**config.mk**
```make
export PLATFORM = sky130hd
export DESIGN_NAME = seq_match_fsm_flat
export DESIGN_NICKNAME = d
export VERILOG_FILES = /design/src/rtl/seq_match_fsm_if.sv /design/src/rtl/seq_match_fsm.sv /design/src/flat_wrapper.sv
export SDC_FILE = /design/constraint.sdc
export NUM_CORES = 1
export LEC_CHECK = 0
export ABC_AREA = 1
export BUFFER_PORTS_ARGS = -buffer_cell sky130_fd_sc_hd__buf_2
export CORE_MARGIN = 4
export CORE_UTILIZATION = 40
export CTS_CLUSTER_SIZE = 28
export DETAILED_ROUTE_END_ITERATION = 7
export GPL_ROUTABILITY_DRIVEN = 0
export GPL_TIMING_DRIVEN = 0
export PLACE_DENSITY = 0.55
export SETUP_SLACK_MARGIN = 0.05
export SLEW_MARGIN = 15
export SYNTH_ARGS = -nofsm -noshare
export SYNTH_HDL_FRONTEND = slang
export SYNTH_SLANG_ARGS = --single-unit
```
**constraint.sdc**
```tcl
create_clock -name sys_clk_in -period 2.1 [get_ports sys_clk_in]
set_clock_uncertainty 0.05 [all_clocks]
set_input_delay 0.525 -clock sys_clk_in [delete_from_list [all_inputs] [get_ports sys_clk_in]]
set_output_delay 0.525 -clock sys_clk_in [all_outputs]
set_load 0.01 [all_outputs]
```
**src/rtl/seq_match_fsm_if.sv**
```systemverilog
// Symbol input / match output bundle for seq_match_fsm.
interface seq_match_fsm_if #(
   parameter int W = 2
);
   logic [W-1:0] x_in;
   logic         clr_in;
   logic         sym_valid;
   logic         z;
   logic         z_level;
   logic [7:0]   match_cnt;
   logic [1:0]   state;

   modport master (
      output x_in, clr_in,
      input  sym_valid, z, z_level, match_cnt, state
   );

   modport slave (
      input  x_in, clr_in,
      output sym_valid, z, z_level, match_cnt, state
   );
endinterface

```
**src/rtl/seq_match_fsm.sv**
```systemverilog
// Debounced symbol-sequence matcher: synchronises x_in, accepts stable symbol changes, flags PATTERN.
// Optional macro SEQ_OVERLAP_EN keeps fill after a match so overlapping matches are detected.
//
// state  | meaning
// WAIT   | idle, watching for x_s to differ from the last accepted symbol
// STAB   | candidate symbol seen, counting consecutive stable cycles
// ACCEPT | one cycle: commit candidate to history and evaluate match
module seq_match_fsm #(
   parameter int                    W             = 2,
   parameter int                    DEPTH         = 4,
   parameter logic [DEPTH*W-1:0]    PATTERN       = 8'b01_11_10_00,
   parameter int                    STABLE_CYCLES = 4
) (
   input  logic               sys_clk_in,
   input  logic               sys_rst_in,
   seq_match_fsm_if.slave     bus
);
   localparam logic [1:0] ST_WAIT   = 2'd0;
   localparam logic [1:0] ST_STAB   = 2'd1;
   localparam logic [1:0] ST_ACCEPT = 2'd2;

   localparam logic [3:0] FILL_MAX  = 4'(DEPTH);
   localparam logic [7:0] STAB_LAST = 8'(STABLE_CYCLES - 1);

   logic [W-1:0]       sync1_q, sync2_q;
   logic [W-1:0]       x_s;
   logic [W-1:0]       cand_q, cand_d;
   logic [W-1:0]       last_q, last_d;
   logic [1:0]         state_q, state_d;
   logic [7:0]         stab_cnt_q, stab_cnt_d;
   logic [DEPTH*W-1:0] hist_q, hist_d, hist_shift;
   logic [3:0]         fill_q, fill_d, fill_inc;
   logic [7:0]         match_cnt_q, match_cnt_d;
   logic               z_q, z_d;
   logic               z_level_q, z_level_d;
   logic               sym_valid_q, sym_valid_d;
   logic               match;

   assign x_s = sync2_q;

   // Match is judged on the history/fill as they will be after this accept.
   assign hist_shift = {hist_q[DEPTH*W-W-1:0], cand_q};
   assign fill_inc   = (fill_q == FILL_MAX) ? FILL_MAX : fill_q + 4'd1;
   assign match      = (hist_shift == PATTERN) && (fill_inc == FILL_MAX);

   always_comb begin
      state_d     = state_q;
      cand_d      = cand_q;
      last_d      = last_q;
      stab_cnt_d  = stab_cnt_q;
      hist_d      = hist_q;
      fill_d      = fill_q;
      match_cnt_d = match_cnt_q;
      z_d         = 1'b0;
      sym_valid_d = 1'b0;
      z_level_d   = z_level_q;

      case (state_q)
         ST_WAIT: begin
            if (x_s != last_q) begin
               cand_d     = x_s;
               stab_cnt_d = 8'd0;
               state_d    = ST_STAB;
            end
         end
         ST_STAB: begin
            if (x_s != cand_q) begin
               if (x_s == last_q) begin
                  state_d = ST_WAIT;
               end else begin
                  cand_d     = x_s;
                  stab_cnt_d = 8'd0;
               end
            end else if (stab_cnt_q == STAB_LAST) begin
               state_d = ST_ACCEPT;
            end else begin
               stab_cnt_d = stab_cnt_q + 8'd1;
            end
         end
         ST_ACCEPT: begin
            state_d = ST_WAIT;
            last_d  = cand_q;
            // A simultaneous clear discards the symbol but last_sym still moves on.
            if (!bus.clr_in) begin
               hist_d      = hist_shift;
               sym_valid_d = 1'b1;
               z_d         = match;
               z_level_d   = match;
               if (match) begin
`ifdef SEQ_OVERLAP_EN
                  fill_d = fill_inc;
`else
                  fill_d = 4'd0;
`endif
                  if (match_cnt_q != 8'hFF) begin
                     match_cnt_d = match_cnt_q + 8'd1;
                  end
               end else begin
                  fill_d = fill_inc;
               end
            end
         end
         default: state_d = ST_WAIT;
      endcase

      if (bus.clr_in) begin
         hist_d      = '0;
         fill_d      = 4'd0;
         match_cnt_d = 8'd0;
      end
   end

   always_ff @(posedge sys_clk_in or posedge sys_rst_in) begin
      if (sys_rst_in) begin
         sync1_q     <= '0;
         sync2_q     <= '0;
         state_q     <= ST_WAIT;
         cand_q      <= '0;
         last_q      <= '0;
         stab_cnt_q  <= 8'd0;
         hist_q      <= '0;
         fill_q      <= 4'd0;
         match_cnt_q <= 8'd0;
         z_q         <= 1'b0;
         z_level_q   <= 1'b0;
         sym_valid_q <= 1'b0;
      end else begin
         sync1_q     <= bus.x_in;
         sync2_q     <= sync1_q;
         state_q     <= state_d;
         cand_q      <= cand_d;
         last_q      <= last_d;
         stab_cnt_q  <= stab_cnt_d;
         hist_q      <= hist_d;
         fill_q      <= fill_d;
         match_cnt_q <= match_cnt_d;
         z_q         <= z_d;
         z_level_q   <= z_level_d;
         sym_valid_q <= sym_valid_d;
      end
   end

   assign bus.sym_valid = sym_valid_q;
   assign bus.z         = z_q;
   assign bus.z_level   = z_level_q;
   assign bus.match_cnt = match_cnt_q;
   assign bus.state     = state_q;
endmodule

```
**src/flat_wrapper.sv**
```systemverilog
// flat-port wrapper written by rule: the top's interface ports become plain ports
module seq_match_fsm_flat 
#(
   parameter int                    W             = 2,
   parameter int                    DEPTH         = 4,
   parameter logic [DEPTH*W-1:0]    PATTERN       = 8'b01_11_10_00,
   parameter int                    STABLE_CYCLES = 4
)
  (sys_clk_in, sys_rst_in, bus_x_in, bus_clr_in, bus_sym_valid, bus_z, bus_z_level, bus_match_cnt, bus_state);
  seq_match_fsm_if #(.W(W)) bus_i ();
  input  logic sys_clk_in;
  input  logic sys_rst_in;
  input wire logic [$bits(bus_i.x_in)-1:0] bus_x_in;
  input wire logic [$bits(bus_i.clr_in)-1:0] bus_clr_in;
  output wire logic [$bits(bus_i.sym_valid)-1:0] bus_sym_valid;
  output wire logic [$bits(bus_i.z)-1:0] bus_z;
  output wire logic [$bits(bus_i.z_level)-1:0] bus_z_level;
  output wire logic [$bits(bus_i.match_cnt)-1:0] bus_match_cnt;
  output wire logic [$bits(bus_i.state)-1:0] bus_state;
  assign bus_i.x_in = bus_x_in;
  assign bus_i.clr_in = bus_clr_in;
  assign bus_sym_valid = bus_i.sym_valid;
  assign bus_z = bus_i.z;
  assign bus_z_level = bus_i.z_level;
  assign bus_match_cnt = bus_i.match_cnt;
  assign bus_state = bus_i.state;
  seq_match_fsm #(.W(W), .DEPTH(DEPTH), .PATTERN(PATTERN), .STABLE_CYCLES(STABLE_CYCLES)) u_core (.sys_clk_in(sys_clk_in), .sys_rst_in(sys_rst_in), .bus(bus_i));
endmodule
```
# ---- Yosys cells after proc, flatten, opt, wreduce, memory -nomap -nowiden
# Cells that the tools add are included.
dict set report op_classes {
  n_addsub 3
  eq_ne 17
  n_mux 28
  n_bitwise 1
  reduce_logical 11
}
# op n
set op_table {}
lappend op_table {{$mux W8} 8}
lappend op_table {{$add A8 B1 Y8 const B} 2}
lappend op_table {{$mux W4} 4}
lappend op_table {{$pmux W8 S2} 1}
lappend op_table {{$mux W2} 7}
lappend op_table {{$mux W6} 2}
lappend op_table {{$eq A4 B3 Y1 const B} 2}
lappend op_table {{$eq A8 B2 Y1 const B} 1}
lappend op_table {{$eq A8 B7 Y1 const B} 1}
lappend op_table {{$ne A8 B8 Y1 const B} 1}
lappend op_table {{$pmux W2 S2} 2}
lappend op_table {{$reduce_and A4 Y1} 2}
lappend op_table {{$reduce_bool A2 Y1} 4}
lappend op_table {{$ne A3 B3 Y1 const B} 2}
lappend op_table {{$reduce_and A3 Y1} 2}
lappend op_table {{$add A4 B1 Y4 const B} 1}
lappend op_table {{$mux W1} 4}
lappend op_table {{$ne A2 B1 Y1 const B} 2}
lappend op_table {{$ne A2 B2 Y1} 2}
lappend op_table {{$ne A3 B1 Y1 const B} 1}
lappend op_table {{$ne A3 B2 Y1 const B} 1}
lappend op_table {{$eq A2 B1 Y1 const B} 1}
lappend op_table {{$eq A2 B2 Y1} 1}
lappend op_table {{$eq A2 B2 Y1 const B} 1}
lappend op_table {{5 further kinds} 5}
dict set report totals {
  register_bits 39
  input_bits 5
  output_inout_bits 13
}

# ---- Depth between registers and ports, before layout
dict set report depth {
  ltp_word 7
  ltp_mapped 11
  depth_no_buf 11
}

# ---- Worst setup path after synthesis
# No wires, ideal clock.
dict set report synth_timing {
  kind {register to register}
  from {reg u_core.fill_q[0]}
  to {reg u_core.match_cnt_q[0], in the netlist u_core.bus.match_cnt[0]}
  setup_time_ps 119
  arrival_ps 1341
  slack_ps 590
  stages_incl_launch_ff 9
  path_buffers 0
  cell_sequence {dfrtp_1 inv_1 ha_1 nor2_1 nand3b_1 nor2_4 nand4_4 nand3_1 nand2_1}
}
dict set report synth_between {
  elab_chain_len 6
}
# item line_no
set synth_rtl {}
lappend synth_rtl {{start, declared} seq_match_fsm.sv:32} ;# logic [3:0] fill_q, fill_d, fill_inc;
lappend synth_rtl {{start signal, assigned} seq_match_fsm.sv:135} ;# fill_q <= fill_d;
lappend synth_rtl {{$add A4 B1 Y4 or $eq A4 B3 Y1 (tied branches)} seq_match_fsm.sv:43} ;# assign fill_inc = (fill_q == FILL_MAX) ? FILL_MAX : fill_q + 4'd1;
lappend synth_rtl {{$mux W4 (*)} seq_match_fsm.sv:43}
lappend synth_rtl {{$eq A4 B3 Y1 (*)} seq_match_fsm.sv:44} ;# assign match = (hist_shift == PATTERN) && (fill_inc == FILL_MAX);
lappend synth_rtl {{$logic_and A1 B1 Y1 (*)} seq_match_fsm.sv:44}
lappend synth_rtl {{$reduce_bool A2 Y1 (no source line) (*)} --}
lappend synth_rtl {{$reduce_and A3 Y1 (no source line) (*)} --}
lappend synth_rtl {{end signal, assigned} seq_match_fsm.sv:136} ;# match_cnt_q <= match_cnt_d;
lappend synth_rtl {{end, declared} seq_match_fsm.sv:33} ;# logic [7:0] match_cnt_q, match_cnt_d;
# Every way passes the cells marked *; elsewhere a longest branch is shown, timed or not.
# A chain may end at the register's enable or synchronous reset.

# ---- Final worst setup path
dict set report layout_timing {
  from {reg u_core.fill_q[0]}
  to {reg u_core.match_cnt_q[6], in the netlist u_core.bus.match_cnt[6]}
}
# Same word-level chain as after synthesis.

==> flow_metrics.env <==
export IMPL_status="finished clean"
export IMPL_postCtsSetupRepairBufs=0
export IMPL_grt_setup_unrepaired="no"
export IMPL_grt_overflow_total=0
export IMPL_crit_required_ns=2.24
export IMPL_track_usage=0.159
export IMPL_synth_seq_cells=39
export IMPL_endpoint_kind="flip-flop"
export IMPL_route_vias_total=1738
export IMPL_grt_max_degree=32
export IMPL_start_kind="flip-flop"
export IMPL_finalHoldViolCount=0
export IMPL_min_period_over_period=0.821
export IMPL_switching_share=0.354
export IMPL_post_synth_top_count_cell="nand2_1"
export IMPL_max_slew_margin_rel=0.774
export IMPL_clk_latency_ns=0.29
export IMPL_fin_crit_ns=1.72
export IMPL_drt_first_pass_iters=4
export IMPL_ir_drop_mv=0.337
export IMPL_syn2layout_area_growth_pct=12.9
export IMPL_grt_pass1_wl_mm=8.02
export IMPL_syn_area_per_cell_um2=8.43
export IMPL_rows=26
export IMPL_vias_per_cell=4.94
export IMPL_die_w_um=81.5
export IMPL_io_buffers=17
export IMPL_intPower_mw=1.21
export IMPL_drt_initial_drc_count=67
export IMPL_setup_tns_ns=0
export IMPL_setup_violations_final=0
export IMPL_syn_cell_area_um2=2160
export IMPL_detail_route_antenna_nets=0
export IMPL_ys_types=32
export IMPL_wl_per_cell_um=12.9
export IMPL_clock_sinks=39
export IMPL_n_antenna_cell=0
export IMPL_grt_pass1_vias=1737
export IMPL_hp_class="input port to async pin"
export IMPL_ys_seq_area_frac=0.452
export IMPL_hpwl_mm=3.37
export IMPL_max_freq_mhz=580
export IMPL_power_leakage_nw=1.14
export IMPL_netlist_area_leader_share=0.452
export IMPL_ys_warn_count=0
export IMPL_clkSlewWorstSetupHoldPaths_ns=0.08
export IMPL_critical_path_max_fanout=8
export IMPL_htree_levels=2
export IMPL_synth_top_cell_by_area="dfrtp_1"
export IMPL_nets=290
export IMPL_dieArea_um2=6630
export IMPL_pwr_share_clk=0.266
export IMPL_post_cts_resized=0
export IMPL_antenna_found_initial=0
export IMPL_maxCapViolCount=0
export IMPL_power_density_nw_per_um2=771
export IMPL_drc=0
export IMPL_power_switching_uw=666
export IMPL_crit_arrival_ns=1.86
export IMPL_pwr_share_comb=0.261
export IMPL_p_total_mw=1.88
export IMPL_cts_tree="yes"
export IMPL_ios=18
export IMPL_wl_mm=4.55
export IMPL_synth_flop_cell="dfrtp_1"
export IMPL_synthArstFlopShare=1.00
export IMPL_synth_edf_count=0
export IMPL_drive_gt1_frac=0.216
export IMPL_synth_net_count=265
export IMPL_syn_inst=256
export IMPL_die_h_um=81.5
export IMPL_synth_common_cells="nand2_1, dfrtp_1, inv_1"
export IMPL_start_util=0.417
export IMPL_clockRootBuffer="clkbuf_8"
export IMPL_ctsHoldBuffers=0
export IMPL_core_um2=5170
export IMPL_maxSlewViolCount=0
export IMPL_synthTopCellsByArea="dfrtp_1, nand2_1, nand3_1"
export IMPL_clk_path_buf_depth=2
export IMPL_worst_pin_slew_ns=0.337
export IMPL_seqPwrFrac=0.473
export IMPL_cts_buffers=5
export IMPL_critical_path_class="flip-flop to flip-flop"
power groups by stage:
| stage | clock [mW] | sequential, mW | combinational, mW |
|---|---|---|---|
| 6_report | 0.501 | 0.888 | 0.490 |
| 5_1_grt | 0.559 | 0.897 | 0.555 |
| 4_1_cts | 0.526 | 0.890 | 0.500 |
| 3_5_place_dp | 0 | 0.904 | 0.497 |
| 3_3_place_gp | 0 | 0.904 | 0.492 |
| 2_1_floorplan | 0 | 0.897 | 0.384 |
worst paths after layout:
check | endpoint | slack [ns] | depth (start not counted) | startpoint
min | u_core.bus.match_cnt[7] | 0.09 | 2 | sys_rst_in
min reg2reg | u_core.sync2_q[0] | 0.30 | 0 | u_core.sync1_q[0]
max reg2reg | u_core.bus.match_cnt[6] | 0.38 | 8 | u_core.fill_q[0]
max in group asynchronous | u_core.hist_q[5] | 1.48 | 3 | sys_rst_in
min in group sys_clk_in | u_core.sync1_q[1] | 0.28 | 1 | bus_x_in[1]
max | u_core.bus.match_cnt[6] | 0.38 | 8 | u_core.fill_q[0]
placed cells by master, fill, tap and decap left out, types with 3 or more instances in the layout:
cell	instances
clkbuf_8	5
inv_2	8
nor2_4	3
nand3_1	27
nor3_1	4
buf_2	17
a21oi_1	5
nand2_1	59
nor3b_1	3
ha_1	4
o22ai_1	7
o21ai_2	6
nor2_1	20
nand4_1	12
nand2_2	3
dfrtp_1	39
inv_1	30
worst max-delay path, stage by stage, from the launching register on:
cell      delay (ns)
dfrtp_1         0.37
inv_1           0.08
ha_1            0.31
nor2_1          0.18
nand3b_1        0.15
nor2_4          0.14
nand4_4         0.16
nand3_1         0.11
nand2_1         0.07
per-layer routing:
| metal | track usage | up-vias | part of all wire |
|---|---|---|---|
| met5 | 0 | - | 0 |
| met1 | 0.205 | 814 | 0.49 |
| met3 | 0.0450 | 6 | 0.033 |
| met2 | 0.253 | 29 | 0.46 |
| li1 | - | 889 | - |
| met4 | 0.0591 | 0 | 0.015 |
state kept, by name, indices dropped and copies added (netlist names):
name and cells:
u_core.bus.match_cnt 8, u_core.stab_cnt_q 8, u_core.hist_q 6, u_core.fill_q 4, u_core.bus.state 2, u_core.cand_q 2, u_core.last_q 2, u_core.sync1_q 2
u_core.sync2_q 2, u_core.bus.sym_valid 1, u_core.bus.z 1, u_core.bus.z_level 1
area by class of cell:
type                            count  area [µm²]
Fill cell                         493        2740
Multi-Input combinational cell    176        1010
Sequential cell                    39         976
Inverter                           39         146
Timing Repair Buffer               18         105
Tap cell                           70        87.6
Clock buffer                        6        72.6
Buffer                              2        22.5
Clock inverter                      2        12.5
per-stage QoR:
stage	hold slack, ns	instance area [µm²]	std cells	setup slack (ns)	util
finish	0.0886	2440	352	0.375	0.471
detailed placement	0.285	2350	344	0.401	0.455
global placement	0.282	2330	343	0.0501	0.451
CTS	0.0841	2440	352	0.369	0.471
global route	0.0873	2440	352	0.251	0.471
floorplan	0.281	2160	256	0.590	-
kinds of logic after synthesis:
kind of cell | count (synthesis) | synth area share
xor+xnor | 6 | 0.0313
buf+inv | 41 | 0.0783
flops | 39 | 0.452
fa+ha+maj | 4 | 0.0232
simple gates | 141 | 0.329
compound gates | 25 | 0.0864
No activity file was read; power rests on OpenSTA's default activity.
